==> config.mk <==
export PLATFORM = sky130hd
export DESIGN_NAME = signal_conflict_monitor
export DESIGN_NICKNAME = d
export VERILOG_FILES = /design/src/rtl/signal_conflict_monitor.sv
export SDC_FILE = /design/constraint.sdc
export NUM_CORES = 1
export LEC_CHECK = 0
export CAP_MARGIN = 30
export CELL_PAD_IN_SITES_DETAIL_PLACEMENT = 1
export CELL_PAD_IN_SITES_GLOBAL_PLACEMENT = 2
export CORE_MARGIN = 2
export CORE_UTILIZATION = 42
export DETAILED_ROUTE_END_ITERATION = 8
export GPL_TIMING_DRIVEN = 1
export PLACE_DENSITY = 0.91
export SLEW_MARGIN = 20
export SYNTH_ARGS = -nofsm -noshare
export SYNTH_HDL_FRONTEND = slang
export SYNTH_SLANG_ARGS = --single-unit
export TNS_END_PERCENT = 30
==> constraint.sdc <==
create_clock -name clk -period 12.4 [get_ports clk]
set_input_delay 2.48 -clock clk [delete_from_list [all_inputs] [get_ports clk]]
set_output_delay 2.48 -clock clk [all_outputs]
set_load 0.05 [all_outputs]
==> src/rtl/signal_conflict_monitor.sv <==
// -----------------------------------------------------------------------------
// signal_conflict_monitor
//   Independent watchdog on the four [R Y G] aspect buses of an intersection
//   controller. It detects conflicting greens, malformed aspects, bad yellow
//   sequencing and a stalled controller. It then latches a fault code, drives a
//   flash-enable for the fail-safe relay, and holds until fault_clear is given
//   and an all-red interval has been verified.
//
// Ports
//   clk, rst        : clock, asynchronous active-high reset
//   main_road_1     : aspect [R Y G], road 0
//   main_road_2     : aspect [R Y G], road 1
//   main_turn       : aspect [R Y G], road 2
//   side_road       : aspect [R Y G], road 3
//   preempt         : emergency preemption active (masks skip-yellow)
//   fault_clear     : single-cycle request to leave FAULT
//   fault           : high in FAULT and RECOVER
//   fault_code      : 1 CONFLICT 2 INVALID 3 SKIP_YELLOW 4 SHORT_YELLOW
//                     5 YEL_TO_GREEN 6 STUCK, 0 none
//   fault_road      : offending road (lower index of a conflicting pair)
//   flash_on        : fail-safe flash drive
//   fault_count     : saturating count of FAULT entries
//   monitor_ok      : high only in MONITOR
// -----------------------------------------------------------------------------
module signal_conflict_monitor #(
  parameter int MIN_YELLOW   = 3,
  parameter int INVALID_CYC  = 1,
  parameter int MAX_STUCK    = 32,
  parameter int PREEMPT_HOLD = 16,
  parameter int FLASH_HALF   = 4,
  parameter int ALLRED_CYC   = 4
) (
  input  logic       clk,
  input  logic       rst,
  input  logic [2:0] main_road_1,
  input  logic [2:0] main_road_2,
  input  logic [2:0] main_turn,
  input  logic [2:0] side_road,
  input  logic       preempt,
  input  logic       fault_clear,
  output logic       fault,
  output logic [2:0] fault_code,
  output logic [1:0] fault_road,
  output logic       flash_on,
  output logic [7:0] fault_count,
  output logic       monitor_ok
);

  localparam logic [2:0] ASP_RED = 3'b100;
  localparam logic [2:0] ASP_YEL = 3'b010;
  localparam logic [2:0] ASP_GRN = 3'b001;

  localparam logic [2:0] FC_NONE      = 3'd0;
  localparam logic [2:0] FC_CONFLICT  = 3'd1;
  localparam logic [2:0] FC_INVALID   = 3'd2;
  localparam logic [2:0] FC_SKIP_YEL  = 3'd3;
  localparam logic [2:0] FC_SHORT_YEL = 3'd4;
  localparam logic [2:0] FC_YEL_GRN   = 3'd5;
  localparam logic [2:0] FC_STUCK     = 3'd6;

  typedef enum logic [1:0] {ST_MONITOR, ST_FAULT, ST_RECOVER} state_t;

  state_t r_state, w_state_nxt;

  logic [3:0][2:0] w_in, r_cur, r_prev;
  logic [3:0][7:0] r_yel_run;
  logic [3:0][3:0] r_inv_cnt;
  logic [7:0]      r_stall, r_hold, r_flash_cnt, r_allred;
  logic [3:0]      w_red, w_yel, w_grn, w_prv_yel, w_prv_grn, w_bad, w_act;
  logic            w_in_allred, w_skip_mask;
  logic            w_det;
  logic [2:0]      w_code;
  logic [1:0]      w_road;
  logic            w_conf_hit, w_inv_hit, w_skip_hit, w_short_hit, w_y2g_hit, w_stuck_hit;
  logic [1:0]      w_conf_road, w_inv_road, w_skip_road, w_short_road, w_y2g_road;

  assign w_in        = {side_road, main_turn, main_road_2, main_road_1};
  assign w_in_allred = (w_in == {4{ASP_RED}});
  assign w_skip_mask = preempt || (r_hold != 8'd0);

  // Sample stage: cur is this cycle's aspect vector, prev the one before it.
  // NOTE: sequential state uses non-blocking (<=) so every register sees the
  // pre-edge value of the others; blocking here would collapse prev into cur.
  always_ff @(posedge clk or posedge rst) begin
    if (rst) begin
      r_cur  <= {4{ASP_RED}};
      r_prev <= {4{ASP_RED}};
    end else begin
      r_cur  <= w_in;
      r_prev <= r_cur;
    end
  end

  always_comb begin
    for (int i = 0; i < 4; i++) begin
      w_red[i]     = (r_cur[i] == ASP_RED);
      w_yel[i]     = (r_cur[i] == ASP_YEL);
      w_grn[i]     = (r_cur[i] == ASP_GRN);
      w_prv_yel[i] = (r_prev[i] == ASP_YEL);
      w_prv_grn[i] = (r_prev[i] == ASP_GRN);
      w_bad[i]     = !(w_red[i] || w_yel[i] || w_grn[i]);
      w_act[i]     = w_yel[i] || w_grn[i];
    end
  end

  // Fault detection. Per-type checks are written highest road/pair first so
  // the last match, i.e. the lowest index, wins.
  // NOTE: every combinational output gets a default before any branch; a path
  // that leaves one unassigned would infer a latch.
  always_comb begin
    w_conf_hit  = 1'b0;  w_conf_road  = 2'd0;
    w_inv_hit   = 1'b0;  w_inv_road   = 2'd0;
    w_skip_hit  = 1'b0;  w_skip_road  = 2'd0;
    w_short_hit = 1'b0;  w_short_road = 2'd0;
    w_y2g_hit   = 1'b0;  w_y2g_road   = 2'd0;
    w_det       = 1'b0;  w_code       = FC_NONE;  w_road = 2'd0;

    // Conflicting pairs: MT-S, M2-S, M2-MT, M1-S. M1-M2 and M1-MT may run together.
    if (w_act[2] && w_act[3]) begin w_conf_hit = 1'b1; w_conf_road = 2'd2; end
    if (w_act[1] && w_act[3]) begin w_conf_hit = 1'b1; w_conf_road = 2'd1; end
    if (w_act[1] && w_act[2]) begin w_conf_hit = 1'b1; w_conf_road = 2'd1; end
    if (w_act[0] && w_act[3]) begin w_conf_hit = 1'b1; w_conf_road = 2'd0; end

    for (int i = 3; i >= 0; i--) begin
      if (w_bad[i] && (r_inv_cnt[i] == 4'(INVALID_CYC - 1))) begin
        w_inv_hit = 1'b1;  w_inv_road = 2'(i);
      end
      if (!w_skip_mask && w_prv_grn[i] && w_red[i]) begin
        w_skip_hit = 1'b1;  w_skip_road = 2'(i);
      end
      // The run counter holds the yellow samples up to and including prev.
      if (w_prv_yel[i] && w_red[i] && (r_yel_run[i] < 8'(MIN_YELLOW))) begin
        w_short_hit = 1'b1;  w_short_road = 2'(i);
      end
      if (w_prv_yel[i] && w_grn[i]) begin
        w_y2g_hit = 1'b1;  w_y2g_road = 2'(i);
      end
    end

    w_stuck_hit = (r_cur == r_prev) && (r_stall == 8'(MAX_STUCK - 1));

    if      (w_conf_hit)  begin w_det = 1'b1; w_code = FC_CONFLICT;  w_road = w_conf_road;  end
    else if (w_inv_hit)   begin w_det = 1'b1; w_code = FC_INVALID;   w_road = w_inv_road;   end
    else if (w_skip_hit)  begin w_det = 1'b1; w_code = FC_SKIP_YEL;  w_road = w_skip_road;  end
    else if (w_short_hit) begin w_det = 1'b1; w_code = FC_SHORT_YEL; w_road = w_short_road; end
    else if (w_y2g_hit)   begin w_det = 1'b1; w_code = FC_YEL_GRN;   w_road = w_y2g_road;   end
    else if (w_stuck_hit) begin w_det = 1'b1; w_code = FC_STUCK;     w_road = 2'd0;         end
  end

  // History counters run only in MONITOR and sit at zero otherwise, so they
  // restart cleanly on the return from RECOVER. The preempt hold always runs.
  always_ff @(posedge clk or posedge rst) begin
    if (rst) begin
      r_yel_run <= '0;
      r_inv_cnt <= '0;
      r_stall   <= '0;
      r_hold    <= '0;
    end else begin
      if (preempt)               r_hold <= 8'(PREEMPT_HOLD);
      else if (r_hold != 8'd0)   r_hold <= r_hold - 8'd1;

      if (r_state == ST_MONITOR) begin
        for (int i = 0; i < 4; i++) begin
          if (!w_yel[i])                 r_yel_run[i] <= 8'd0;
          else if (r_yel_run[i] != 8'hFF) r_yel_run[i] <= r_yel_run[i] + 8'd1;
          if (!w_bad[i])                 r_inv_cnt[i] <= 4'd0;
          else if (r_inv_cnt[i] != 4'hF)  r_inv_cnt[i] <= r_inv_cnt[i] + 4'd1;
        end
        if (r_cur != r_prev)        r_stall <= 8'd0;
        else if (r_stall != 8'hFF)  r_stall <= r_stall + 8'd1;
      end else begin
        r_yel_run <= '0;
        r_inv_cnt <= '0;
        r_stall   <= '0;
      end
    end
  end

  always_ff @(posedge clk or posedge rst) begin
    if (rst) r_state <= ST_MONITOR;
    else     r_state <= w_state_nxt;
  end

  // The all-red count uses the incoming sample, so the exit happens on the
  // edge that captures the ALLRED_CYC-th consecutive all-red vector.
  always_comb begin
    w_state_nxt = r_state;
    case (r_state)
      ST_MONITOR: if (w_det) w_state_nxt = ST_FAULT;
      ST_FAULT:   if (fault_clear) w_state_nxt = ST_RECOVER;
      ST_RECOVER: if (w_in_allred && (r_allred == 8'(ALLRED_CYC - 1))) w_state_nxt = ST_MONITOR;
      default:    w_state_nxt = ST_MONITOR;
    endcase
  end

  always_ff @(posedge clk or posedge rst) begin
    if (rst) begin
      fault_code  <= FC_NONE;
      fault_road  <= 2'd0;
      flash_on    <= 1'b0;
      fault_count <= 8'd0;
      r_flash_cnt <= 8'd0;
      r_allred    <= 8'd0;
    end else if (r_state == ST_MONITOR) begin
      if (w_det) begin
        fault_code  <= w_code;
        fault_road  <= w_road;
        flash_on    <= 1'b1;
        r_flash_cnt <= 8'd0;
        r_allred    <= 8'd0;
        if (fault_count != 8'hFF) fault_count <= fault_count + 8'd1;
      end
    end else if (w_state_nxt == ST_MONITOR) begin
      fault_code  <= FC_NONE;
      fault_road  <= 2'd0;
      flash_on    <= 1'b0;
      r_flash_cnt <= 8'd0;
      r_allred    <= 8'd0;
    end else begin
      if (r_flash_cnt == 8'(FLASH_HALF - 1)) begin
        flash_on    <= ~flash_on;
        r_flash_cnt <= 8'd0;
      end else begin
        r_flash_cnt <= r_flash_cnt + 8'd1;
      end
      if (r_state == ST_RECOVER && w_in_allred) r_allred <= r_allred + 8'd1;
      else                                      r_allred <= 8'd0;
    end
  end

  assign fault      = (r_state != ST_MONITOR);
  assign monitor_ok = (r_state == ST_MONITOR);

endmodule

==> flow_metrics.env, run 1 <==
export IMPL_yosysTopAreaCell="dfrtp_1"
export IMPL_syn_cell_area_sq_um=6190
export IMPL_setup_tns_ps=0
export IMPL_status="complete, no violations"
export IMPL_arrival_ps=2750
export IMPL_drc=0
export IMPL_start_util_pct=42.7
export IMPL_synth_top_area_share_pct=45.3
export IMPL_grt_max_degree=69
export IMPL_routedWlPerCell_microns=18.1
export IMPL_period_share_pct=42.2
export IMPL_crit_fanout=12
export IMPL_worst_r2r_path_depth=7
export IMPL_grt_overflow=0
export IMPL_h_tree_depth=4
export IMPL_antenna_cells=0
export IMPL_nNetsFinal=703
export IMPL_crit_start="r_state[1]"
export IMPL_worstMarginPinSlew_ps=899
export IMPL_row_count=44
export IMPL_hold_end="r_prev[8]"
export IMPL_syn_inst=632
export IMPL_cellPowerDensity_nw_per_um2=191
export IMPL_crit_chain="or2_2 > inv_1 > clkdlybuf4s50_1"
export IMPL_post_route_util_pct=50.3
export IMPL_antenna_found_initial=0
export IMPL_cts_buffers=17
export IMPL_clock_latency_ps=420
export IMPL_startpoint_type="register"
export IMPL_power_w=0.00139
export IMPL_rsz0062_at_grt="no"
export IMPL_dieArea_sq_um=15700
export IMPL_ys_warn_count=0
export IMPL_post_cts_buffers=0
export IMPL_clock_fmax_ghz=0.191
export IMPL_ir_drop_uv=170
export IMPL_routed_wl_microns=15700
export IMPL_drt_iter0_drc=277
export IMPL_holdPathStages=0
export IMPL_vias=4908
export IMPL_ctsHoldBuffers=0
export IMPL_syn2layout_area_growth_pct=17.7
export IMPL_hold_path_class="reg2reg"
export IMPL_endpoint_kind="output port"
export IMPL_grt_pass1_vias=5232
export IMPL_yosysUniqueCellTypes=58
export IMPL_clk_pin_slew_ps=60
export IMPL_drive_gt1_share_pct=8.21
export IMPL_port_buffers=31
export IMPL_slowest_stage="clkdlybuf4s50_1"
export IMPL_viasPerCell=5.67
export IMPL_root_buffer="clkbuf_16"
export IMPL_cts_buffer_depth=2
export IMPL_yosys_top_cells_area="dfrtp_1, xnor2_1, nor2_1"
export IMPL_worstReg2RegStart="r_cur[5]"
export IMPL_track_usage_pct=21.2
export IMPL_syn_mean_instance_area_sq_um=9.79
export IMPL_cap_violations=0
export IMPL_min_from="r_cur[8]"
export IMPL_setup_viol=0
export IMPL_slew_headroom_pct=40.1
export IMPL_min_period_ps=5230
export IMPL_worstSetupPathType="reg2out"
export IMPL_core_area_sq_um=14500
export IMPL_grt_pass1_wl_microns=26800
export IMPL_die_y_microns=125
export IMPL_total_leakage_power_nw=3.04
export IMPL_first_pass_iters=4
export IMPL_slowest_delay_ps=910
export IMPL_slew_violations=0
export IMPL_dieWidth_microns=125
export IMPL_num_io_pins=32
export IMPL_syn_nets=666
export IMPL_critPathRequiredTime_ps=9920
export IMPL_rrSetupSlack_ps=9290
export IMPL_synth_seq_cells=120
export IMPL_clkSinkCount=120
export IMPL_synth_ff_type="dfrtp_1"
export IMPL_synth_async_reset_ratio_pct=100
export IMPL_cts_tree="yes"
export IMPL_final_hold_viol_count=0
export IMPL_cts_resized=0
export IMPL_ant_nets=0
export IMPL_reg2reg_to="fault_code[0]"
export IMPL_synth_edff_count=0
export IMPL_clock_skew_final_ps=9.53
export IMPL_place_congestion=0.845
export IMPL_hpwl_microns=11100
export IMPL_seq_area_frac_synth_pct=48.7
## worst max path at each step
stage / endpoint / cells after the start
after floorplan: fault_code[0] / 1
after global placement: r_flash_cnt[6] / 8
after detailed placement: r_flash_cnt[6] / 9
after CTS: monitor_ok / 3
after global routing: monitor_ok / 3
final: monitor_ok / 3
## per-layer routing
| layer | track usage (%) | wire length (microns) |
|---|---|---|
| met5 | 0 | 0 |
| met2 | 36.0 | 7920 |
| met1 | 27.1 | 7220 |
| met4 | 6.60 | 169 |
| met3 | 4.92 | 380 |
## sequential cells by signal, indices dropped and copies added (netlist names)
name	flops
fault_code	3
fault_count	8
fault_road	2
flash_on	1
r_allred	8
r_cur	12
r_flash_cnt	8
r_hold	8
r_inv_cnt	16
r_prev	12
r_stall	8
r_state	2
r_yel_run	32
## report_power, final
| group | switching (W) | internal (W) | total (W) |
|---|---|---|---|
| registers | 0.0000619 | 0.000442 | 0.000504 |
| clock network | 0.000180 | 0.000326 | 0.000506 |
| logic | 0.000238 | 0.000142 | 0.000381 |
| total | 0.000480 | 0.000910 | 0.00139 |
## critical path: cells and delay by family (launching register included)
kind / cells / cell delay [ps]
DFF: 1 / 490
and+or+nand+nor: 1 / 450
buffers and inverters: 2 / 1390
## cell usage in the layout, fill, tap and decap left out, types with 4 or more instances in the layout
cell type        instances
dfrtp_1                112
ha_1                    18
a211oi_1                 6
inv_1                   15
and3_1                  22
dfstp_2                  8
nor2_1                  84
nor3b_1                 17
nand3b_1                 7
nand2b_1                 7
clkbuf_16               17
o211ai_1                 5
nor4b_1                  7
nand3_1                 44
o21ai_0                 35
xor2_1                  17
clkinvlp_4               4
nand2_1                 36
nor3_1                  19
nor2b_1                  7
clkdlybuf4s50_1         31
nand4_1                 19
xnor2_1                 37
a21oi_1                 14
nor4_1                  10
mux2i_1                  9
a31oi_1                  9
## kinds of logic after synthesis
logic type / after synthesis / synth area share (%)
flip-flops: 120 / 48.7
multiplexers: 11 / 1.88
XOR/XNOR: 54 / 7.64
AO/OA/AOI/OAI: 99 / 10.4
AND/OR/NAND/NOR: 299 / 25.7
buffers and inverters: 31 / 2.06
adder cells (fa/ha/maj): 18 / 3.64
## final cells by class
type	instances	area [sq um]
repair buffers	33	323
clock buffers	21	460
fillers	1619	7190
clock inverters	11	148
inverters	16	62.6
flip-flops and latches	120	3010
well taps	184	230
multi-input cells	481	3050
## stage by stage
step                      setup slack [ps]  cell area, sq um  cells  hold slack (ps)
final                                 7170              7290    866              429
after CTS                             7150              7290    866              434
after global routing                  7080              7290    866              442
after detailed placement              7080              6680    834              424
after global placement                6840              6670    833              425
after floorplan                       6750              6190    632              349
## synthesized netlist by cell type (9+ instances only)
library cell,instances
dfrtp_1,112
nor2_1,84
nand3_1,44
xnor2_1,37
nand2_1,36
o21ai_0,35
and3_1,22
nand4_1,19
nor3_1,19
ha_1,18
nor3b_1,17
xor2_1,17
inv_1,16
a21oi_1,14
nor4_1,10
a31oi_1,9
mux2i_1,9
Note: power is estimated with default switching activity, not from simulation.
==> inputs of run 2 (changes only) <==
--- a/config.mk
+++ b/config.mk
@@ -9,10 +9,10 @@
 export CELL_PAD_IN_SITES_DETAIL_PLACEMENT = 1
 export CELL_PAD_IN_SITES_GLOBAL_PLACEMENT = 2
 export CORE_MARGIN = 2
-export CORE_UTILIZATION = 42
+export CORE_UTILIZATION = 39
 export DETAILED_ROUTE_END_ITERATION = 8
 export GPL_TIMING_DRIVEN = 1
-export PLACE_DENSITY = 0.91
+export PLACE_DENSITY = 0.86
 export SLEW_MARGIN = 20
 export SYNTH_ARGS = -nofsm -noshare
 export SYNTH_HDL_FRONTEND = slang
==> constraint.sdc (replaced) <==
create_clock -name clk -period 5 [get_ports clk]
set_input_delay 1 -clock clk [delete_from_list [all_inputs] [get_ports clk]]
set_output_delay 1 -clock clk [all_outputs]
set_load 0.05 [all_outputs]
==> flow_metrics.env, run 2 (same netlist as run 1, synthesis figures left out) <==
export IMPL_clk_pin_slew_ps=60
export IMPL_antenna_cells=0
export IMPL_slew_headroom_pct=46.8
export IMPL_regMostFlops="r_yel_run"
export IMPL_place_congestion=0.851
export IMPL_rrSetupSlack_ps=1880
export IMPL_cts_buffer_depth=2
export IMPL_cts_buffers=17
export IMPL_ctsHoldBuffers=0
export IMPL_setup_tns_ps=0
export IMPL_arrival_ps=2320
export IMPL_grt_pass1_wl_microns=26700
export IMPL_dieWidth_microns=130
export IMPL_h_tree_depth=4
export IMPL_period_share_pct=66.3
export IMPL_syn2layout_area_growth_pct=18.7
export IMPL_num_io_pins=32
export IMPL_critPathRequiredTime_ps=4000
export IMPL_ant_nets=0
export IMPL_clock_skew_final_ps=12.0
export IMPL_antenna_found_initial=0
export IMPL_dieArea_sq_um=16900
export IMPL_power_share_sequential_pct=35.8
export IMPL_clock_latency_ps=430
export IMPL_reg2reg_to="fault_code[0]"
export IMPL_worstSetupPathType="reg2out"
export IMPL_clkSinkCount=120
export IMPL_final_common_cell="dfrtp_1"
export IMPL_row_count=46
export IMPL_die_y_microns=130
export IMPL_routedWlPerCell_microns=17.4
export IMPL_hpwl_microns=11000
export IMPL_min_from="r_cur[8]"
export IMPL_final_area_sq_um=7350
export IMPL_worstReg2RegStart="r_cur[5]"
export IMPL_met1_length_microns=7120
export IMPL_rsz0062_at_grt="no"
export IMPL_grt_max_degree=72
export IMPL_swShare_pct=34.3
export IMPL_port_buffers=31
export IMPL_post_dp_cell_area_sq_um=6740
export IMPL_cts_resized=0
export IMPL_post_cts_buffers=0
export IMPL_post_route_util_pct=46.8
export IMPL_start_util_pct=39.4
export IMPL_startpoint_type="register"
export IMPL_hold_path_class="reg2reg"
export IMPL_drive_gt1_share_pct=8.20
export IMPL_core_area_sq_um=15700
export IMPL_drc=0
export IMPL_hold_ws_ps=421
export IMPL_final_cell_mix="dfrtp_1, nor2_1, nand3_1, xnor2_1, nand2_1"
export IMPL_clock_fmax_ghz=0.302
export IMPL_root_buffer="clkbuf_16"
export IMPL_status="complete, no violations"
export IMPL_p_comb_share_pct=27.7
export IMPL_intPower_w=0.00229
export IMPL_drt_iter0_drc=236
export IMPL_first_pass_iters=4
export IMPL_grt_overflow=0
export IMPL_cts_tree="yes"
export IMPL_route_met3_wl_microns=448
export IMPL_nNetsFinal=704
export IMPL_holdPathStages=0
export IMPL_largest_reg_flops=32
export IMPL_viasPerCell=5.53
export IMPL_clock_power_share_pct=36.5
export IMPL_ir_drop_uv=310
export IMPL_slew_violations=0
export IMPL_cellPowerDensity_nw_per_um2=474
export IMPL_cap_violations=0
export IMPL_endpoint_kind="output port"
export IMPL_setup_viol=0
export IMPL_vias=4973
export IMPL_dr_max_layer_used="met4"
export IMPL_min_period_ps=3320
export IMPL_worst_r2r_path_depth=7
export IMPL_reg_top3="r_yel_run (32), r_inv_cnt (16)"
export IMPL_crit_fanout=10
export IMPL_wl_met2_microns=7740
export IMPL_grt_pass1_vias=5259
export IMPL_final_hold_viol_count=0
export IMPL_hold_end="r_prev[8]"
export IMPL_worstMarginPinSlew_ps=791
export IMPL_total_leakage_power_nw=3.06
export IMPL_p_switching_w=0.00119
export IMPL_routed_wl_microns=15600
export IMPL_track_usage_pct=20.4
## run 2: cell type report
class | instances | area, sq um
Clock buffer | 24 | 492
Clock inverter | 8 | 120
Fill cell | 1730 | 8360
Inverter | 16 | 62.6
Multi-Input combinational cell | 481 | 3050
Sequential cell | 120 | 3010
Tap cell | 216 | 270
Timing Repair Buffer | 34 | 343
## run 2: worst max-delay path by stage
stage | slack [ps] | to | cells after the start | from
floorplan | 830 | fault_code[0] | 1 | rst
global placement | 1060 | r_flash_cnt[6] | 8 | main_turn[0]
detailed placement | 1270 | fault_code[0] | 7 | preempt
CTS | 1670 | monitor_ok | 3 | r_state[1]
global route | 1480 | r_flash_cnt[3] | 9 | main_turn[0]
finish | 1680 | monitor_ok | 3 | r_state[1]
## run 2: stage by stage
step                total power [W]  instances  setup slack (ps)
finish                      0.00348        899              1680
global route                0.00367        899              1480
CTS                         0.00352        899              1670
detailed placement          0.00223        867              1270
global placement            0.00217        866              1060
floorplan                   0.00189        632               827
## run 2: routing by layer
metal  GRT usage (%)  vias to the layer above
met5               0                        -
met4            7.72                        0
met3            4.35                       20
met2            35.0                       74
met1            25.3                     2517
li1                -                     2362
## run 2: power groups by stage
stage               clock network [W]  logic (W)  registers (W)
finish                        0.00127   0.000964        0.00125
global route                  0.00134    0.00106        0.00127
CTS                           0.00130   0.000976        0.00125
detailed placement                  0   0.000968        0.00126
global placement                    0   0.000918        0.00125
floorplan                           0   0.000544        0.00135
## run 2: worst max-delay path, cell delays in order (launching register included)
cell and delay [ps]:
dfrtp_1 500, or2_2 460, inv_1 110, clkdlybuf4s50_1 810
